==> src/rtl/arb_rr.sv <==
// arb_rr: registered round-robin arbiter with a valid/ready grant handshake.
// Two priority-to-one-hot converters (masked and unmasked) pick the rightmost
// eligible request; a rotating mask gives every requester a turn within WIDTH
// accepted grants.
// Optional feature macro: ARB_RR_LOCK_EN (adds the lck burst-lock input).

// Priority-to-one-hot converter: keeps only the rightmost set bit of req.
// The vector is zero-padded up to a power of SPLIT; padded bits can never win.
module arb_rr_pri2oht #(
    parameter int WIDTH          = 32,
    parameter int SPLIT          = 2,
    parameter int IMPLEMENTATION = 0
) (
    input  logic [WIDTH-1:0] req,
    output logic [WIDTH-1:0] oht
);
    // Smallest power of the split factor that covers WIDTH.
    function automatic int pad_width(input int w, input int s);
        int p;
        int f;
        p = 1;
        f = (s < 2) ? 2 : s;
        while (p < w) begin
            p = p * f;
        end
        return p;
    endfunction

    localparam int PW = pad_width(WIDTH, SPLIT);

    logic [PW-1:0] req_pad_s;
    logic [PW-1:0] oht_pad_s;

    assign req_pad_s = PW'(req);
    assign oht       = oht_pad_s[WIDTH-1:0];

    generate
        if (IMPLEMENTATION == 0) begin : g_arith
            // Two's-complement trick isolates the lowest set bit.
            assign oht_pad_s = req_pad_s & (~req_pad_s + {{(PW-1){1'b0}}, 1'b1});
        end else begin : g_scan
            logic found_s;
            // Linear scan from bit 0 upward, first hit wins.
            always_comb begin
                oht_pad_s = {PW{1'b0}};
                found_s   = 1'b0;
                for (int i = 0; i < PW; i++) begin
                    if (req_pad_s[i] && !found_s) begin
                        oht_pad_s[i] = 1'b1;
                        found_s      = 1'b1;
                    end else begin
                        found_s = found_s;
                    end
                end
            end
        end
    endgenerate
endmodule

module arb_rr #(
    parameter int WIDTH          = 32,
    parameter int SPLIT          = 2,
    parameter int IMPLEMENTATION = 0
) (
    input  logic                     clk,
    input  logic                     rst,
    input  logic [WIDTH-1:0]         req,
    output logic [WIDTH-1:0]         oht,
    output logic [$clog2(WIDTH)-1:0] idx,
    output logic                     vld,
    input  logic                     rdy
`ifdef ARB_RR_LOCK_EN
    ,
    input  logic                     lck
`endif
);
    localparam int IDX_W = $clog2(WIDTH);

    // Binary encoding of a one-hot (or zero) vector.
    function automatic logic [IDX_W-1:0] enc_idx(input logic [WIDTH-1:0] v);
        logic [IDX_W-1:0] r;
        r = {IDX_W{1'b0}};
        for (int i = 0; i < WIDTH; i++) begin
            if (v[i]) begin
                r = r | IDX_W'(i);
            end else begin
                r = r;
            end
        end
        return r;
    endfunction

    logic [WIDTH-1:0] oht_r;
    logic [IDX_W-1:0] idx_r;
    logic             vld_r;
    logic [WIDTH-1:0] ptr_r;

    logic             load_s;
    logic             hs_s;
    logic             lock_hold_s;
    logic [WIDTH-1:0] above_s;
    logic [WIDTH-1:0] mask_s;
    logic [WIDTH-1:0] masked_req_s;
    logic [WIDTH-1:0] grant_m_s;
    logic [WIDTH-1:0] grant_u_s;
    logic [WIDTH-1:0] sel_s;

    assign oht = oht_r;
    assign idx = idx_r;
    assign vld = vld_r;

    assign load_s = !vld_r || rdy;
    assign hs_s   = vld_r && rdy;

    // Bits strictly above the current grant; zero when the grant is the top bit.
    assign above_s = ~(oht_r | (oht_r - {{(WIDTH-1){1'b0}}, 1'b1}));

    // On a handshake the fresh mask comes from the grant being accepted, so
    // back-to-back arbitration advances without waiting for ptr_r to settle.
    assign mask_s       = hs_s ? above_s : ptr_r;
    assign masked_req_s = req & mask_s;

    arb_rr_pri2oht #(
        .WIDTH(WIDTH), .SPLIT(SPLIT), .IMPLEMENTATION(IMPLEMENTATION)
    ) u_pri_masked (
        .req(masked_req_s),
        .oht(grant_m_s)
    );

    arb_rr_pri2oht #(
        .WIDTH(WIDTH), .SPLIT(SPLIT), .IMPLEMENTATION(IMPLEMENTATION)
    ) u_pri_unmasked (
        .req(req),
        .oht(grant_u_s)
    );

    // Burst lock: keep the accepted grant while its requester still asks.
    always_comb begin
        lock_hold_s = 1'b0;
`ifdef ARB_RR_LOCK_EN
        if (hs_s && lck && |(req & oht_r)) begin
            lock_hold_s = 1'b1;
        end else begin
            lock_hold_s = 1'b0;
        end
`endif
    end

    // Grant selection: locked grant, else masked winner, else unmasked winner.
    always_comb begin
        sel_s = {WIDTH{1'b0}};
        if (lock_hold_s) begin
            sel_s = oht_r;
        end else if (|masked_req_s) begin
            sel_s = grant_m_s;
        end else begin
            sel_s = grant_u_s;
        end
    end

    // Output registers and rotating pointer.
    always_ff @(posedge clk) begin
        if (rst) begin
            oht_r <= {WIDTH{1'b0}};
            idx_r <= {IDX_W{1'b0}};
            vld_r <= 1'b0;
            ptr_r <= {WIDTH{1'b0}};
        end else begin
            if (load_s) begin
                vld_r <= |req;
                oht_r <= sel_s;
                idx_r <= enc_idx(sel_s);
            end else begin
                vld_r <= vld_r;
                oht_r <= oht_r;
                idx_r <= idx_r;
            end
            if (hs_s && !lock_hold_s) begin
                ptr_r <= above_s;
            end else begin
                ptr_r <= ptr_r;
            end
        end
    end
endmodule

==> config.mk <==
export PLATFORM = sky130hd
export DESIGN_NAME = arb_rr
export DESIGN_NICKNAME = d
export VERILOG_FILES = /design/src/rtl/arb_rr.sv
export SDC_FILE = /design/constraint.sdc
export NUM_CORES = 1
export LEC_CHECK = 0
export BUFFER_PORTS_ARGS = -buffer_cell sky130_fd_sc_hd__buf_4
export CAP_MARGIN = 20
export CORE_ASPECT_RATIO = 0.7
export CORE_MARGIN = 2
export CORE_UTILIZATION = 40
export CTS_CLUSTER_SIZE = 8
export DETAILED_ROUTE_END_ITERATION = 6
export SETUP_SLACK_MARGIN = 0.2
export SLEW_MARGIN = 20
export SYNTH_ARGS = -nofsm -noshare
export SYNTH_HDL_FRONTEND = slang
export SYNTH_HIERARCHICAL = 1
export SYNTH_SLANG_ARGS = --single-unit
export TNS_END_PERCENT = 30
==> constraint.sdc <==
create_clock -name clk -period 4.8 [get_ports clk]
set_input_delay 0.96 -clock clk [delete_from_list [all_inputs] [get_ports clk]]
set_output_delay 0.96 -clock clk [all_outputs]
set_load 0.01 [all_outputs]
Yosys cells after proc, flatten, opt, wreduce, memory -nomap -nowiden --
Cells that the tools add are included.
Word-level totals: register bits 70, input bits 35, output and inout port bits 38
Cells by class: $add $sub $neg 3, muxes and demuxes 104, bitwise operators 7, reduce and logical (&&, ||, !) cells 6
Operators with widths (count):
- 5-bit 2-to-1 mux | 82
- 32-bit 2-to-1 mux | 5
- 32-bit bitwise AND | 3
- 32-bit NOT | 3
- 32-bit by 1-bit adder with 32-bit output, second input constant | 2
- 32-bit OR reduction | 2
- 4-bit 2-to-1 mux | 8
- 32-bit OR | 1
- 32-bit by 1-bit subtractor with 32-bit output, second input constant | 1
- 3-bit 2-to-1 mux | 4
- 2-bit 2-to-1 mux | 2
- 1-bit 2-to-1 mux | 3
- 2-bit nonzero test | 1
- 1-bit logical AND | 1
- 1-bit logical NOT | 1
- 1-bit logical OR | 1

Depth between registers and ports, before layout --
word-level depth 104, gate-level depth with buffers 17, depth with buffers taken out 14

Cells and area by module --
Netlist, hierarchy kept.
By module, submodules not included:
- arb_rr | instances 1, cells an instance 563, area an instance 4289.1 sq um
- arb_rr_pri2oht | instances 2, cells an instance 77, area an instance 451.7 sq um

Worst setup path after synthesis --
OpenSTA, ideal clock, no wires.
path kind input to register, start point input port rdy, end point register idx_r[3] (netlist: idx[3]), setup time 0.114 ns, arrival 4.253 ns, path slack 0.433 ns, stages on the path 16, buffers on the path 4, cells stage by stage and2_1 > clkbuf_1 > clkbuf_1 > clkbuf_1 > nand2_1 > o2111ai_1 > inv_1 > or4_1 > or4_4 > buf_6 > nor4_1 > or4_1 > nor2_1 > nand3_1 > nor4_1 > a2111oi_0
RTL lines:
- start: declaration | line 71 | input logic rdy
- 1-bit logical AND | line 113 | assign hs_s = vld_r && rdy;
- 32-bit 2-to-1 mux
- 32-bit bitwise AND | line 121 | assign masked_req_s = req & mask_s;
- net masked_req_s[9] | line 103 | logic [WIDTH-1:0] masked_req_s;
- 32-bit NOT | line 40 | assign oht_pad_s = req_pad_s & (~req_pad_s + {{(PW-1){1'b0}}, 1'b1});
- 32-bit by 1-bit adder with 32-bit output | line 40
- 32-bit bitwise AND | line 40
- net grant_m_s[31] | line 104 | logic [WIDTH-1:0] grant_m_s;
- 32-bit 2-to-1 mux | line 154 | end else if (|masked_req_s) begin
- 5-bit 2-to-1 mux | line 84 | if (v[i]) begin
- 5-bit 2-to-1 mux | line 169 | if (load_s) begin
- 5-bit 2-to-1 mux | line 163 | if (rst) begin
- 5-bit 2-to-1 mux | line 169
- 5-bit 2-to-1 mux | line 163
- end signal: assignment | line 165 | idx_r <= {IDX_W{1'b0}};
- end signal: assignment | line 172 | idx_r <= enc_idx(sel_s);
- end signal: assignment | line 176 | idx_r <= idx_r;
- end: declaration | line 94 | logic [IDX_W-1:0] idx_r;
The timed path passes the listed nets, and every way through them passes these cells. The select of a mux whose other input is x is not followed. A chain may end at the register's enable or synchronous reset.

Worst setup path in the final report --
start point register oht_r[7] (netlist: oht[7]), end point register idx_r[3] (netlist: idx[3])
RTL lines:
- start: declaration | line 93 | logic [WIDTH-1:0] oht_r;
- start signal: assignment | line 164 | oht_r <= {WIDTH{1'b0}};
- start signal: assignment | line 171 | oht_r <= sel_s;
- start signal: assignment | line 175 | oht_r <= oht_r;
- 32-bit by 1-bit subtractor with 32-bit output | line 116 | assign above_s = ~(oht_r | (oht_r - {{(WIDTH-1){1'b0}}, 1'b1}));
- 32-bit OR | line 116
- 32-bit NOT | line 116
- 32-bit 2-to-1 mux
- 32-bit bitwise AND | line 121
- net masked_req_s[25] | line 103
- 32-bit NOT | line 40
- 32-bit by 1-bit adder with 32-bit output | line 40
- [... 1 more ...]
- net grant_m_s[27] | line 104
- [... 10 more ...]
- 5-bit 2-to-1 mux | line 84
- 5-bit 2-to-1 mux | line 169
- 5-bit 2-to-1 mux | line 163
- 5-bit 2-to-1 mux | line 84
- 5-bit 2-to-1 mux | line 169
- 5-bit 2-to-1 mux | line 163
- 5-bit 2-to-1 mux | line 169
- 5-bit 2-to-1 mux | line 163
The timed path passes the listed nets, and every way through them passes these cells. The select of a mux whose other input is x is not followed.

==> metrics.cfg <==
[floorplan]
die_w_um=140
ios=73
rows=34
core_um2=12500
die_h_um=99.3
initial_core_util_pct=41.4
dieArea_um2=13900

[clock_tree]
clk_latency_ps=340
cts.path.max_buffers=2
cts_buffers=9
cts_tree=done
cts-htree-levels=3
cts.sinks=70
cts_hold_buffers=0
clk_pin_slew_worst_paths_ps=60
post_cts_buffers=0
root_buffer=clkbuf_16

[worst_setup_path]
r2r_end=idx[3]$_SDFFE_PP0P_
r2r_cells=13
crit_type=register to register
worstPathRequired_ps=5010
ff2ff_setup_slack_ps=390
startpoint_type=register
cp_max_fo=13
rr_startpoint=oht[7]$_SDFFE_PP0P_
cp-end-kind=register
cp.arrival_ps=4620

[drt]
drc_errors=5
ant_nets=0
vias=6481
viasPerCell=6.76
firstDrtPassIters=7
wl_per_cell_um=24.5
first_iter_violations=833
routed_wl_mm=23.5

[finish]
final_cell_mix=buf_4 (116), nor2_1 (100), dfxtp_1 (70), nor4_1 (54), o21ai_0 (44)
final_nets=827
diodes=0
final_core_util_pct=50.5
syn2layout_area_growth_pct=22.0
final_cell_area_um2=6330
final_common_cell=buf_4
fill_cells=1243
drive_gt1_share_pct=19.7

[yosys]
avgSynthCellArea_um2=7.24
synth-seq-cells=70
ys_types=63
synth-async-reset-ratio_pct=0
synthesis.area_um2=5190
synthesis.nets=752
synth-warning-count=6
synthCells=717
synth_top_area_share_pct=27.0
synth_ff_type=dfxtp_1
synth_top_cell_by_area=dfxtp_1
synth-seq-area-share_pct=27.0
synth_edf_count=0
yosys-top-cells-area=dfxtp_1 (27%), nor2_1 (7.2%), nor4_1 (7.1%)

[grt]
grt_pass1_wl_mm=35.3
track_usage_pct=33.6
grt_max_degree=39
antenna_found_initial=0
grt_overflow=0
grt_pass1_vias=5774

[power]
powerDensity_nw_per_um2=299
peakVddDrop_mv=0.175
total_power_mw=1.89
p_leak_nw=2.43

[placement]
hpwl_mm=18.0
place_area_um2=6010
port-buffer-count=72
place_congestion=0.966

[sta]
fmax_mhz=227
relSlewSlack_pct=19.2
setup_viol=0
rsz0062_at_grt=false
final.setup.tns_ps=0
timing.hold.ws_ps=471
post-route-period-util_pct=91.9
drv_slew=0
hold_viol_final=0
tightest_slew_ps=1200
fin_skew_ps=8.51
period_needed_ps=4410

[hold_path]
hold_depth=2
worstHoldEndpoint=ptr_r[28]$_SDFF_PP0_
hp-class=register to register
min_from=ptr_r[28]$_SDFF_PP0_

[outcome]
violations=design-rule violations
outcome=complete, but fails checks

[flow_run]
max-cap-violations=0

==> sequential cells by signal, indices dropped and copies added, names as in the netlist <==
| signal | count |
|---|---|
| idx | 5 |
| oht | 32 |
| ptr_r | 32 |
| vld | 1 |
==> where the power goes <==
| group | switching [mW] | internal [mW] |
|---|---|---|
| clock | 0.277 | 0.404 |
| combinational | 0.357 | 0.197 |
| sequential | 0.0391 | 0.621 |
==> logic make-up (layout without fill, tap and decap cells) <==
logic type	Yosys count	in the layout	synth area share (%)
AND/OR/NAND/NOR	417	417	45.7
AO/OA/AOI/OAI	151	151	20.2
buffers and inverters	78	158	6.94
flip-flops	70	70	27.0
multiplexers	1	1	0.193
==> per-stage QoR <==
| step | setup slack (ps) | std cells |
|---|---|---|
| finish | 388 | 959 |
| global route | 137 | 959 |
| CTS | 452 | 959 |
| detailed placement | 212 | 943 |
| global placement | 350 | 943 |
| floorplan | 433 | 717 |
==> worst max-delay path: stages (launching register included) <==
cell,delay (ps)
dfxtp_1,400
or4_1,590
buf_4,240
nor4_2,460
a211oi_1,200
o21ai_0,510
inv_1,210
or4bb_1,560
nor4_1,290
or4_1,170
nor2_1,60
nand3_1,80
nor4_1,50
a2111oi_0,470
==> Yosys cell counts, types with 16 or more instances <==
cell,n
a311oi_1,34
dfxtp_1,70
nor2_1,100
nor3_1,43
clkbuf_1,31
nand4b_1,16
nand3_1,43
inv_1,26
o21ai_0,44
a21oi_1,23
nand2_1,37
nor4_1,59
==> layer usage <==
layer / wire, um / vias up / GRT usage (%)
li1: - / 2921 / -
met1: 10800 / 3091 / 50.5
met2: 8950 / 441 / 44.3
met3: 3370 / 28 / 13.0
met4: 311 / 0 / 7.46
met5: 0 / - / 0
==> worst max path at each step <==
stage	slack (ps)	to	depth (start not counted)	start
global placement	350	idx[2]$_SDFFE_PP0P_	12	rdy
detailed placement	210	idx[3]$_SDFFE_PP0P_	14	rdy
finish	390	idx[3]$_SDFFE_PP0P_	13	oht[7]$_SDFFE_PP0P_
global route	140	idx[2]$_SDFFE_PP0P_	12	rdy
floorplan	430	idx[3]$_SDFFE_PP0P_	16	rdy
CTS	450	idx[3]$_SDFFE_PP0P_	12	oht[0]$_SDFFE_PP0P_
==> layout make-up <==
| cell class | instances | area [um^2] | share of cell area [%] |
|---|---|---|---|
| Timing Repair Buffer | 116 | 871 | 13.8 |
| Tap cell | 162 | 203 | 3.20 |
| Clock inverter | 5 | 60.1 | 0.948 |
| Clock buffer | 11 | 233 | 3.68 |
| Multi-Input combinational cell | 569 | 3470 | 54.8 |
| Sequential cell | 70 | 1400 | 22.1 |
| Inverter | 26 | 97.6 | 1.54 |
==> what timing repair did <==
item                                    in CTS  in global routing
hold endpoints to repair                     0                  0
endpoints found under the setup margin       0                  3
gates resized for setup                      0                  6
(Power assumes the default switching activity.)
